### src/rtl/uart_err_counter.sv
// Saturating error counter; a clear and an increment in the same cycle yield 1.
module uart_err_counter #(
  parameter int CNT_WIDTH = 8
) (
  input  logic                 clk,
  input  logic                 reset_n,
  input  logic                 clr,
  input  logic                 inc,
  output logic [CNT_WIDTH-1:0] count
);

  logic [CNT_WIDTH-1:0] base;

  assign base = clr ? '0 : count;

  always_ff @(posedge clk or negedge reset_n) begin
    if (!reset_n) begin
      count <= '0;
    end else if (inc && (base != '1)) begin
      count <= base + CNT_WIDTH'(1);
    end else begin
      count <= base;
    end
  end

endmodule

### config.mk
export PLATFORM = sky130hd
export DESIGN_NAME = uart_err_counter
export DESIGN_NICKNAME = d
export VERILOG_FILES = /design/src/rtl/uart_err_counter.sv
export SDC_FILE = /design/constraint.sdc
export NUM_CORES = 1
export LEC_CHECK = 0
export CORE_AREA = 2 2 39 41
export CTS_CLUSTER_DIAMETER = 200
export DETAILED_ROUTE_END_ITERATION = 7
export DIE_AREA = 0 0 41 43
export PLACE_DENSITY = 0.64
export SLEW_MARGIN = 40
export SYNTH_ARGS = -nofsm -noshare
export SYNTH_HDL_FRONTEND = slang
export SYNTH_SLANG_ARGS = --single-unit
### constraint.sdc
create_clock -name clk -period 2.8 [get_ports clk]
set_input_delay 0.42 -clock clk [delete_from_list [all_inputs] [get_ports clk]]
set_output_delay 0.42 -clock clk [all_outputs]
set_load 0.02 [all_outputs]
# == After elaboration in Yosys (flattened, before gate mapping) ==
# Cells that the tools add are included.
# op_classes
add_sub_neg,1
n_eq_ne,1
n_mux,2
n_reduce_logical,1
# ops
cell,count
$mux W8,2
$add A8 B1 Y8 const B,1
$ne A8 B8 Y1 const B,1
$logic_and A1 B1 Y1,1
# word_totals
reg_bits,8
in_bits,4
wordCells,6

# == Longest topological paths before layout ==
# Gate-level depths: netlist of the first run.
# depth
ltp_word,4
ltp_mapped,4

# == Least setup slack after synthesis of the first run ==
# No wires, ideal clock.
# synth_timing
path_kind,input port to flip-flop
from,in clr
to,reg count[4]
setup_time_ns,0.130
arrival_ns,1.167
required_ns,2.670
setup_slack_ns,1.503
cell_stages,4
cell_sequence,buf_2 and3b_1 a211oi_1 o21bai_1
# synth_between
elab_chain_len,4
word_cells_on_any_way,5
cone_classes,add/sub (1); eq/ne (1); mux (2); reduce/logical (1)
# synth_lines
item,line_no,rtl
start: declaration,7,"input logic clr,"
$mux W8 (*),14,assign base = clr ? '0 : count;
branches (longest 2 deep; another with $add A8 B1 Y8),n/a,
$mux W8 (*),19,end else if (inc && (base != '1)) begin
end signal: assignment,20,count <= base + CNT_WIDTH'(1);
end signal: assignment,22,count <= base;
end: declaration,9,output logic [CNT_WIDTH-1:0] count
# Mark *: on every way between the ends.

# == Worst setup path after layout of the first run ==
# layout_timing
from,reg count[0]
to,out count[0]
# No word-level cell between the ends.

==> reports/results.tsv, run 1 <==
stage	metric	value	unit
outcome	status	finished clean	
placement	Cells after DPL	66	
setup_path	critical path's slowest cell	clkdlybuf4s50_1	
global_routing	pin count of the biggest net entering global routing	10	
yosys	post-synthesis register bit count	8	
global_routing	global route overflow	0	
floorplan	Die Width	41	um
timing	Rel. slew slack	75.6	%
clock_network	CTS Sinks	8	
floorplan	core area	1380	um2
setup_path	Worst EP required	2380	ps
global_routing	first-pass GRT wire length	1450	um
clock_network	worst-skew pair later-pin latency	260	ps
placement	routability cong.	0.625	
setup_path	WP data arrival	1410	ps
clock_network	Worst-path clk slew	60	ps
routing	final WL	859	um
routing	drc violations	0	
finish	commonest non-fill, non-tap cell in the layout	clkdlybuf4s50_1	
finish	layout cells sized above 1	11.3	%
yosys	Synth Net Count	45	
floorplan	Initial Util	29.6	%
pwr	power per cell area	444	nW/um2
timing	minimum clock period	1830	ps
yosys	Seq/Total Area, Yosys	48.9	%
routing	vias	367	
timing	period utilisation layout	65.3	%
clock_network	CTS tree	built	
yosys	area leader, netlist	dfrtp_1	
timing	Hold Vio Cnt, Final	0	
floorplan	total die area	1760	um2
routing	drt first pass iters	2	
global_routing	number of global-route vias before repair	333	
flow_run	Max Cap Viol	0	
setup_path	CP Max Fanout	8	
finish	area delta synth->final	35.2	%
timing	Final Skew	4.49	ps
clock_network	H-tree depth	1	
timing	Slew Viols, Final	0	
pwr	LEAKAGE	0.226	nW
finish	Final Util	40.0	%
floorplan	Die H	43	um
setup_path	CP max stage delay	660	ps
clock_network	Longest Clk Path Bufs	2	
finish	number of flip-flops in the largest register	8	
setup_path	Setup CP Type	reg -> out	
setup_path	CP top delay family	buffers and inverters	
yosys	post-synthesis instance total	41	
finish	Fill cells	134	
setup_path	crit-path cells	clkdlybuf4s50_1	
clock_network	CTS-repair resized insts	0	
placement	pre-CTS setup slack	924	ps
pwr	Max VDD drop	0.154	mV
yosys	Avg Inst Size Synth	9.98	um2
routing	1st-iter DRT viols	13	
timing	Sum Neg Setup Slack	0	ps
yosys	Syn. warnings	0	
timing	fin worst setup slack	971	ps
timing	Fmax	547	MHz
timing	final setup vio count	0	
routing	Vias/cell	5.32	
setup_path	critical path startpoint category	flop	
yosys	Yosys top cell area share	48.9	%
timing	RSZ-0062 raised after global routing	false	
global_routing	initial antenna violation count	0	
finish	Reg with most FFs	count	
yosys	largest cells by area after synthesis	dfrtp_1 49%, a21oi_1 7.3%, nand4_4 5.2%	
finish	Antenna diodes	0	
placement	# port buffers	11	
yosys	Yosys cell types	22	
finish	largest registers	count: 8 flops	
placement	hpwl dp	645	um
floorplan	Boundary Pins	12	
clock_network	number of buffers created by CTS	3	
clock_network	Post-CTS Setup Repair Bufs	0	
finish	layout net count	59	
setup_path	CP bufs+invs	1	
finish	finished layout cell area	553	um2
global_routing	total track usage	13.1	%
min_path	Min-Delay Path Class	in -> async	
setup_path	R2R Setup Slk	1550	ps
routing	WL per Instance	12.4	um
finish	most frequent cells in the layout	11 x clkdlybuf4s50_1, 8 x dfrtp_1, 6 x a21oi_1	
setup_path	crit end category	output pin	
clock_network	hold_buf cts	0	
routing	ANT nets after route	0	
yosys	Synth Cell Area	409	um2
finish	Final Instance Count excl. Fillers	69	
placement	post-placement cell area	531	um2
floorplan	Rows	14	
timing	Worst-Margin Slew	365	ps
clock_network	Root Buffer	clkbuf_4	
synthesized netlist by cell type (all sizes together):
library cell,instances
nor4,1
nand4,2
nor2,1
buf,1
clkbuf,1
or3,1
nand3,1
and4,1
nand2,2
o21bai,1
and3,2
inv,2
a21oi,6
a31oi,3
o31ai,1
and3b,1
nor3,3
dfrtp,8
a211oi,2
and4b,1
final timing paths:
kind / startpoint / end / cells after the start
min in group clk: count[7] / count[7] / 2
min reg2reg: count[7] / count[7] / 2
min: reset_n / count[0] / 1
max reg2reg: count[0] / count[5] / 3
max in group asynchronous: reset_n / count[7] / 1
max: count[0] / count[0] / 1
cells by family (layout without fill, tap and decap cells):
| logic type | after synthesis | count (layout) | share of synthesized area (%) |
|---|---|---|---|
| buf+inv | 4 | 16 | 3.97 |
| compound gates | 13 | 13 | 19.3 |
| flops | 8 | 8 | 48.9 |
| simple gates | 16 | 16 | 27.8 |
metal layers:
layer | track usage (%) | vias to the layer above | wire [um]
met1 | 16.2 | 167 | 385
li1 | - | 185 | -
met4 | 12.0 | 0 | 43
met3 | 4.71 | 5 | 34
met2 | 16.6 | 10 | 395
met5 | 0 | - | 0
power by group:
part	leakage [nW]	internal, mW	switching (mW)
registers	0.108	0.119	0.00749
logic	0.104	0.0130	0.0141
clock network	0.0138	0.0493	0.0426
through the flow:
step | power, mW | hold WS (ps)
floorplan | 0.139 | 124
global placement | 0.156 | 556
detailed placement | 0.156 | 560
CTS | 0.248 | 446
global route | 0.261 | 459
finish | 0.245 | 435
worst register-to-register path: stages (launching register included):
cell and delay, ps:
dfrtp_1 490, nand4_4 160, or3_1 370, a21oi_1 140
area by class of cell:
cell class / count / area [um2] / share of cell area [%]
Clock buffer: 3 / 22.5 / 4.07
Tap cell: 16 / 20.0 / 3.62
Timing Repair Buffer: 11 / 110 / 19.9
Multi-Input combinational cell: 29 / 193 / 34.8
Sequential cell: 8 / 200 / 36.2
Inverter: 2 / 7.51 / 1.36
Note: power is estimated with default switching activity, not from simulation.
==> inputs of run 2 (changes only) <==
PLACE_DENSITY = 0.66   (was 0.64)
clock period = 1.6 ns   (was 2.8 ns; I/O delays follow)
==> reports/results.tsv, run 2 (synthesis gave the netlist of run 1 again) <==
stage	metric	value	unit	change
outcome	status	finished clean		
finish	number of flip-flops in the largest register	8		unchanged
setup_path	CP bufs+invs	1		unchanged
placement	routability cong.	0.710		+14%
finish	layout net count	64		+8.5%
routing	1st-iter DRT viols	21		+8
clock_network	CTS-repair resized insts	1		+1
placement	hpwl dp	739	um	+15%
setup_path	CP max stage delay	620	ps	-40 ps
placement	Cells after DPL	71		+7.6%
setup_path	CP top delay family	buffers and inverters		
clock_network	number of buffers created by CTS	3		unchanged
floorplan	Rows	14		unchanged
setup_path	critical path's slowest cell	clkdlybuf4s50_1		
clock_network	Post-CTS Setup Repair Bufs	0		unchanged
setup_path	Setup CP Type	reg -> out		
routing	final WL	995	um	+16%
timing	Hold Vio Cnt, Final	0		unchanged
global_routing	global route overflow	0		unchanged
finish	area delta synth->final	44.0	%	
pwr	Max VDD drop	0.333	mV	+120%
clock_network	hold_buf cts	0		unchanged
clock_network	Longest Clk Path Bufs	2		unchanged
flow_run	Max Cap Viol	0		unchanged
routing	vias	393		+7.1%
global_routing	pin count of the biggest net entering global routing	9		-1
routing	ANT nets after route	0		unchanged
floorplan	Die Width	41	um	unchanged
pwr	LEAKAGE	0.254	nW	+13%
timing	Worst-Margin Slew	390	ps	+24.4 ps
timing	final setup vio count	0		unchanged
floorplan	Boundary Pins	12		unchanged
routing	WL per Instance	13.4	um	+8.0%
clock_network	H-tree depth	1		unchanged
setup_path	CP Max Fanout	5		-3
placement	post-placement cell area	568	um2	+7.1%
timing	Slew Viols, Final	0		unchanged
timing	Final Skew	3.45	ps	-1.04 ps
placement	# port buffers	11		unchanged
floorplan	Initial Util	29.6	%	unchanged
setup_path	crit end category	output pin		
finish	layout cells sized above 1	19.0	%	+7.6 points
finish	most frequent cells in the layout	10 x clkdlybuf4s50_1, 8 x dfrtp_1, 6 x a21oi_1		
clock_network	Root Buffer	clkbuf_4		
routing	drt first pass iters	4		+2
setup_path	critical path startpoint category	flop		
setup_path	crit-path cells	clkdlybuf4s50_1		
clock_network	Worst-path clk slew	50	ps	about the same
finish	Reg with most FFs	count		
min_path	Min-Delay Path Class	in -> async		
pwr	power per cell area	730	nW/um2	+64%
finish	largest registers	count: 8 flops		
timing	Sum Neg Setup Slack	0	ps	unchanged
timing	period utilisation layout	94.3	%	
global_routing	total track usage	13.9	%	+0.88 points
finish	Antenna diodes	0		unchanged
finish	Fill cells	137		+2.2%
timing	Fmax	663	MHz	
clock_network	CTS tree	built		
timing	hold slack	278	ps	-157 ps
finish	Final Instance Count excl. Fillers	74		+7.2%
floorplan	total die area	1760	um2	unchanged
clock_network	worst-skew pair later-pin latency	250	ps	about the same
global_routing	first-pass GRT wire length	1620	um	+12%
timing	minimum clock period	1510	ps	
setup_path	WP data arrival	1270	ps	-140 ps
floorplan	core area	1380	um2	unchanged
global_routing	number of global-route vias before repair	369		+11%
timing	RSZ-0062 raised after global routing	false		
pwr	total power	0.430	mW	+75%
finish	commonest non-fill, non-tap cell in the layout	clkdlybuf4s50_1		
clock_network	CTS Sinks	8		unchanged
routing	drc violations	0		unchanged
global_routing	initial antenna violation count	0		unchanged
timing	Rel. slew slack	73.9	%	-1.6 points
finish	finished layout cell area	589	um2	+6.6%
floorplan	Die H	43	um	unchanged
setup_path	Worst EP required	1360	ps	-1020 ps
routing	Vias/cell	5.31		-0.15%
[run 2: changes by cell type in the layout (fill, tap and decap cells not counted), sizes merged]
| cell | previous run | this run |
|---|---|---|
| buf | 0 | 5 |
| clkdlybuf4s50 | 11 | 10 |
| dlygate4sd2 | 0 | 1 |
[run 2: stage by stage]
| stage | setup slack, ps | utilization, % |
|---|---|---|
| after floorplan | 321 | - |
| after global placement | 82.6 | 41.0 |
| after detailed placement | 60.7 | 41.0 |
| after CTS | 72.3 | 42.6 |
| after global routing | 14.4 | 42.6 |
| final | 90.7 | 42.6 |
[run 2: metal layers]
| metal | vias up | wire length, um | global-route usage, % |
|---|---|---|---|
| li1 | 193 | - | - |
| met1 | 187 | 446 | 17.0 |
| met2 | 11 | 492 | 20.3 |
| met3 | 2 | 49 | 4.71 |
| met4 | 0 | 8 | 8.00 |
| met5 | - | 0 | 0 |
[run 2: path summary, 6_finish.rpt]
check,startpoint,end,slack (ps),cells after the start
max reg2reg,count[1],count[5],350,3
min reg2reg,count[7],count[7],550,2
min in group clk,count[7],count[7],550,2
min,reset_n,count[4],280,1
max in group asynchronous,reset_n,count[1],1040,1
max,count[4],count[4],90,1
[run 2: report_power, final]
part           internal (mW)  switching [mW]
logic                 0.0289          0.0336
registers              0.208         0.00705
clock network         0.0857          0.0666
[run 2: cell type report]
class / count / area (um2) / share of cell area [%]
Clock buffer: 3 / 22.5 / 3.82
Inverter: 2 / 7.51 / 1.27
Multi-Input combinational cell: 29 / 193 / 32.7
Sequential cell: 8 / 200 / 34.0
Tap cell: 16 / 20.0 / 3.40
Timing Repair Buffer: 16 / 146 / 24.8
[run 2: worst reg2reg max path, delay by kind of cell, from the launching register on]
| kind | cells | cell delay, ps |
|---|---|---|
| DFF | 1 | 490 |
| and+or+nand+nor | 2 | 540 |
| AOI/OAI and AO/OA | 1 | 150 |
==> inputs of run 3 (changes only) <==
CTS_BUF_LIST = sky130_fd_sc_hd__clkbuf_8   (was default)
PLACE_DENSITY = 0.64   (was 0.66)
clock period = 1.9 ns   (was 1.6 ns; I/O delays follow)
==> reports/results.tsv, run 3 (synthesis gave the netlist of run 1 again) <==
stage	metric	value	unit	change
finish	commonest non-fill, non-tap cell in the layout	clkdlybuf4s50_1		
routing	1st-iter DRT viols	13		-38%
routing	ANT nets after route	0		unchanged
flow_run	Max Cap Viol	0		unchanged
timing	Sum Neg Setup Slack	0	ps	unchanged
clock_network	CTS Sinks	8		unchanged
setup_path	Worst EP required	1620	ps	+260 ps
setup_path	CP top delay family	buffers and inverters		
routing	drc violations	0		unchanged
routing	Vias/cell	5.50		+3.6%
clock_network	worst-skew pair later-pin latency	230	ps	-20 ps
setup_path	CP bufs+invs	1		unchanged
clock_network	Worst-path clk slew	40	ps	about the same
global_routing	first-pass GRT wire length	1450	um	-11%
floorplan	total die area	1760	um2	unchanged
clock_network	CTS tree	built		
timing	minimum clock period	1670	ps	
finish	Antenna diodes	0		unchanged
finish	number of flip-flops in the largest register	8		unchanged
routing	WL per Instance	13.4	um	-0.13%
clock_network	hold_buf cts	0		unchanged
finish	Final Util	41.9	%	-0.72 points
clock_network	Post-CTS Setup Repair Bufs	0		unchanged
finish	Storage cell area	200	um2	unchanged
timing	Rel. slew slack	75.6	%	+1.7 points
setup_path	Setup CP Type	reg -> out		
finish	layout net count	60		-6.3%
setup_path	crit end category	output pin		
timing	fin worst setup slack	234	ps	+143 ps
clock_network	H-tree depth	1		unchanged
finish	footprint of the multi-input gates	193	um2	unchanged
global_routing	pin count of the biggest net entering global routing	9		unchanged
finish	layout cells sized above 1	13.0	%	-6.0 points
floorplan	Die Width	41	um	unchanged
placement	pre-CTS setup slack	243	ps	+182 ps
min_path	Min-Delay Path Class	in -> async		
placement	post-placement cell area	538	um2	-5.3%
setup_path	WP data arrival	1380	ps	+110 ps
global_routing	initial antenna violation count	0		unchanged
timing	Slew Viols, Final	0		unchanged
setup_path	CP Max Fanout	7		+2
finish	finished layout cell area	579	um2	-1.7%
pwr	Max VDD drop	0.276	mV	-17%
floorplan	Initial Util	29.6	%	unchanged
floorplan	Boundary Pins	12		unchanged
global_routing	global route overflow	0		unchanged
timing	RSZ-0062 raised after global routing	false		
placement	# port buffers	11		unchanged
timing	hold slack	339	ps	+61.9 ps
finish	Fill cells	147		+7.3%
outcome	status	finished clean		
pwr	LEAKAGE	0.238	nW	-6.3%
floorplan	Rows	14		unchanged
routing	final WL	940	um	-5.5%
routing	drt first pass iters	4		unchanged
timing	Hold Vio Cnt, Final	0		unchanged
global_routing	number of global-route vias before repair	358		-3.0%
timing	final setup vio count	0		unchanged
timing	Final Skew	1.75	ps	-1.70 ps
pwr	power per cell area	749	nW/um2	+2.5%
setup_path	critical path startpoint category	flop		
timing	Worst-Margin Slew	365	ps	-24.7 ps
finish	Reg with most FFs	count		
finish	largest registers	count: 8 flops		
setup_path	critical path's slowest cell	clkdlybuf4s50_1		
finish	area delta synth->final	41.6	%	
finish	most frequent cells in the layout	11 x clkdlybuf4s50_1, 8 x dfrtp_1, 6 x a21oi_1		
setup_path	crit-path cells	clkdlybuf4s50_1		
placement	routability cong.	0.690		-2.9%
clock_network	Longest Clk Path Bufs	2		unchanged
clock_network	CTS-repair resized insts	0		-1
placement	hpwl dp	684	um	-7.5%
floorplan	core area	1380	um2	unchanged
global_routing	total track usage	12.8	%	-1.1 points
routing	vias	385		-2.0%
clock_network	number of buffers created by CTS	3		unchanged
setup_path	CP max stage delay	680	ps	+60 ps
floorplan	Die H	43	um	unchanged
timing	Fmax	600	MHz	
clock_network	Root Buffer	clkbuf_8		
timing	period utilisation layout	87.7	%	
[run 3: changes by cell type in the layout (fill, tap and decap cells not counted)]
cell	previous run	this run
clkdlybuf4s50_1	10	11
clkbuf_4	3	0
clkbuf_8	0	3
dlygate4sd2_1	1	0
buf_4	5	1
[run 3: layer usage]
layer	track usage [%]	up-vias	share of wire (%)
li1	-	185	-
met1	12.5	185	44
met2	20.3	13	50
met3	4.71	2	4.4
met4	10.0	0	1.5
met5	0	-	0
[run 3: area by class of cell]
type                    instances  area share (%)
flip-flops and latches          8            34.6
multi-input cells              29            33.3
repair buffers                 12            20.3
clock buffers                   3            7.13
well taps                      16            3.46
inverters                       2            1.30
[run 3: stage by stage]
stage                     total power, mW  instances
final                               0.434         70
after global placement              0.231         67
after CTS                           0.435         70
after floorplan                     0.205         41
after detailed placement            0.231         67
after global routing                0.452         70
[run 3: report_power, final]
group | switching (mW) | leakage (nW) | total (mW) | internal (mW)
clock | 0.0671 | 0.0216 | 0.204 | 0.137
combinational | 0.0216 | 0.109 | 0.0420 | 0.0205
sequential | 0.0112 | 0.108 | 0.187 | 0.176
total | 0.0998 | 0.238 | 0.434 | 0.334
[run 3: worst paths after layout]
kind	endpoint	startpoint	depth (start not counted)	slack, ps
min in group clk	count[7]	count[7]	2	540
min reg2reg	count[7]	count[7]	2	540
max	count[1]	count[1]	1	230
min	count[4]	reset_n	1	340
max reg2reg	count[4]	count[6]	3	650
max in group asynchronous	count[6]	reset_n	1	1300
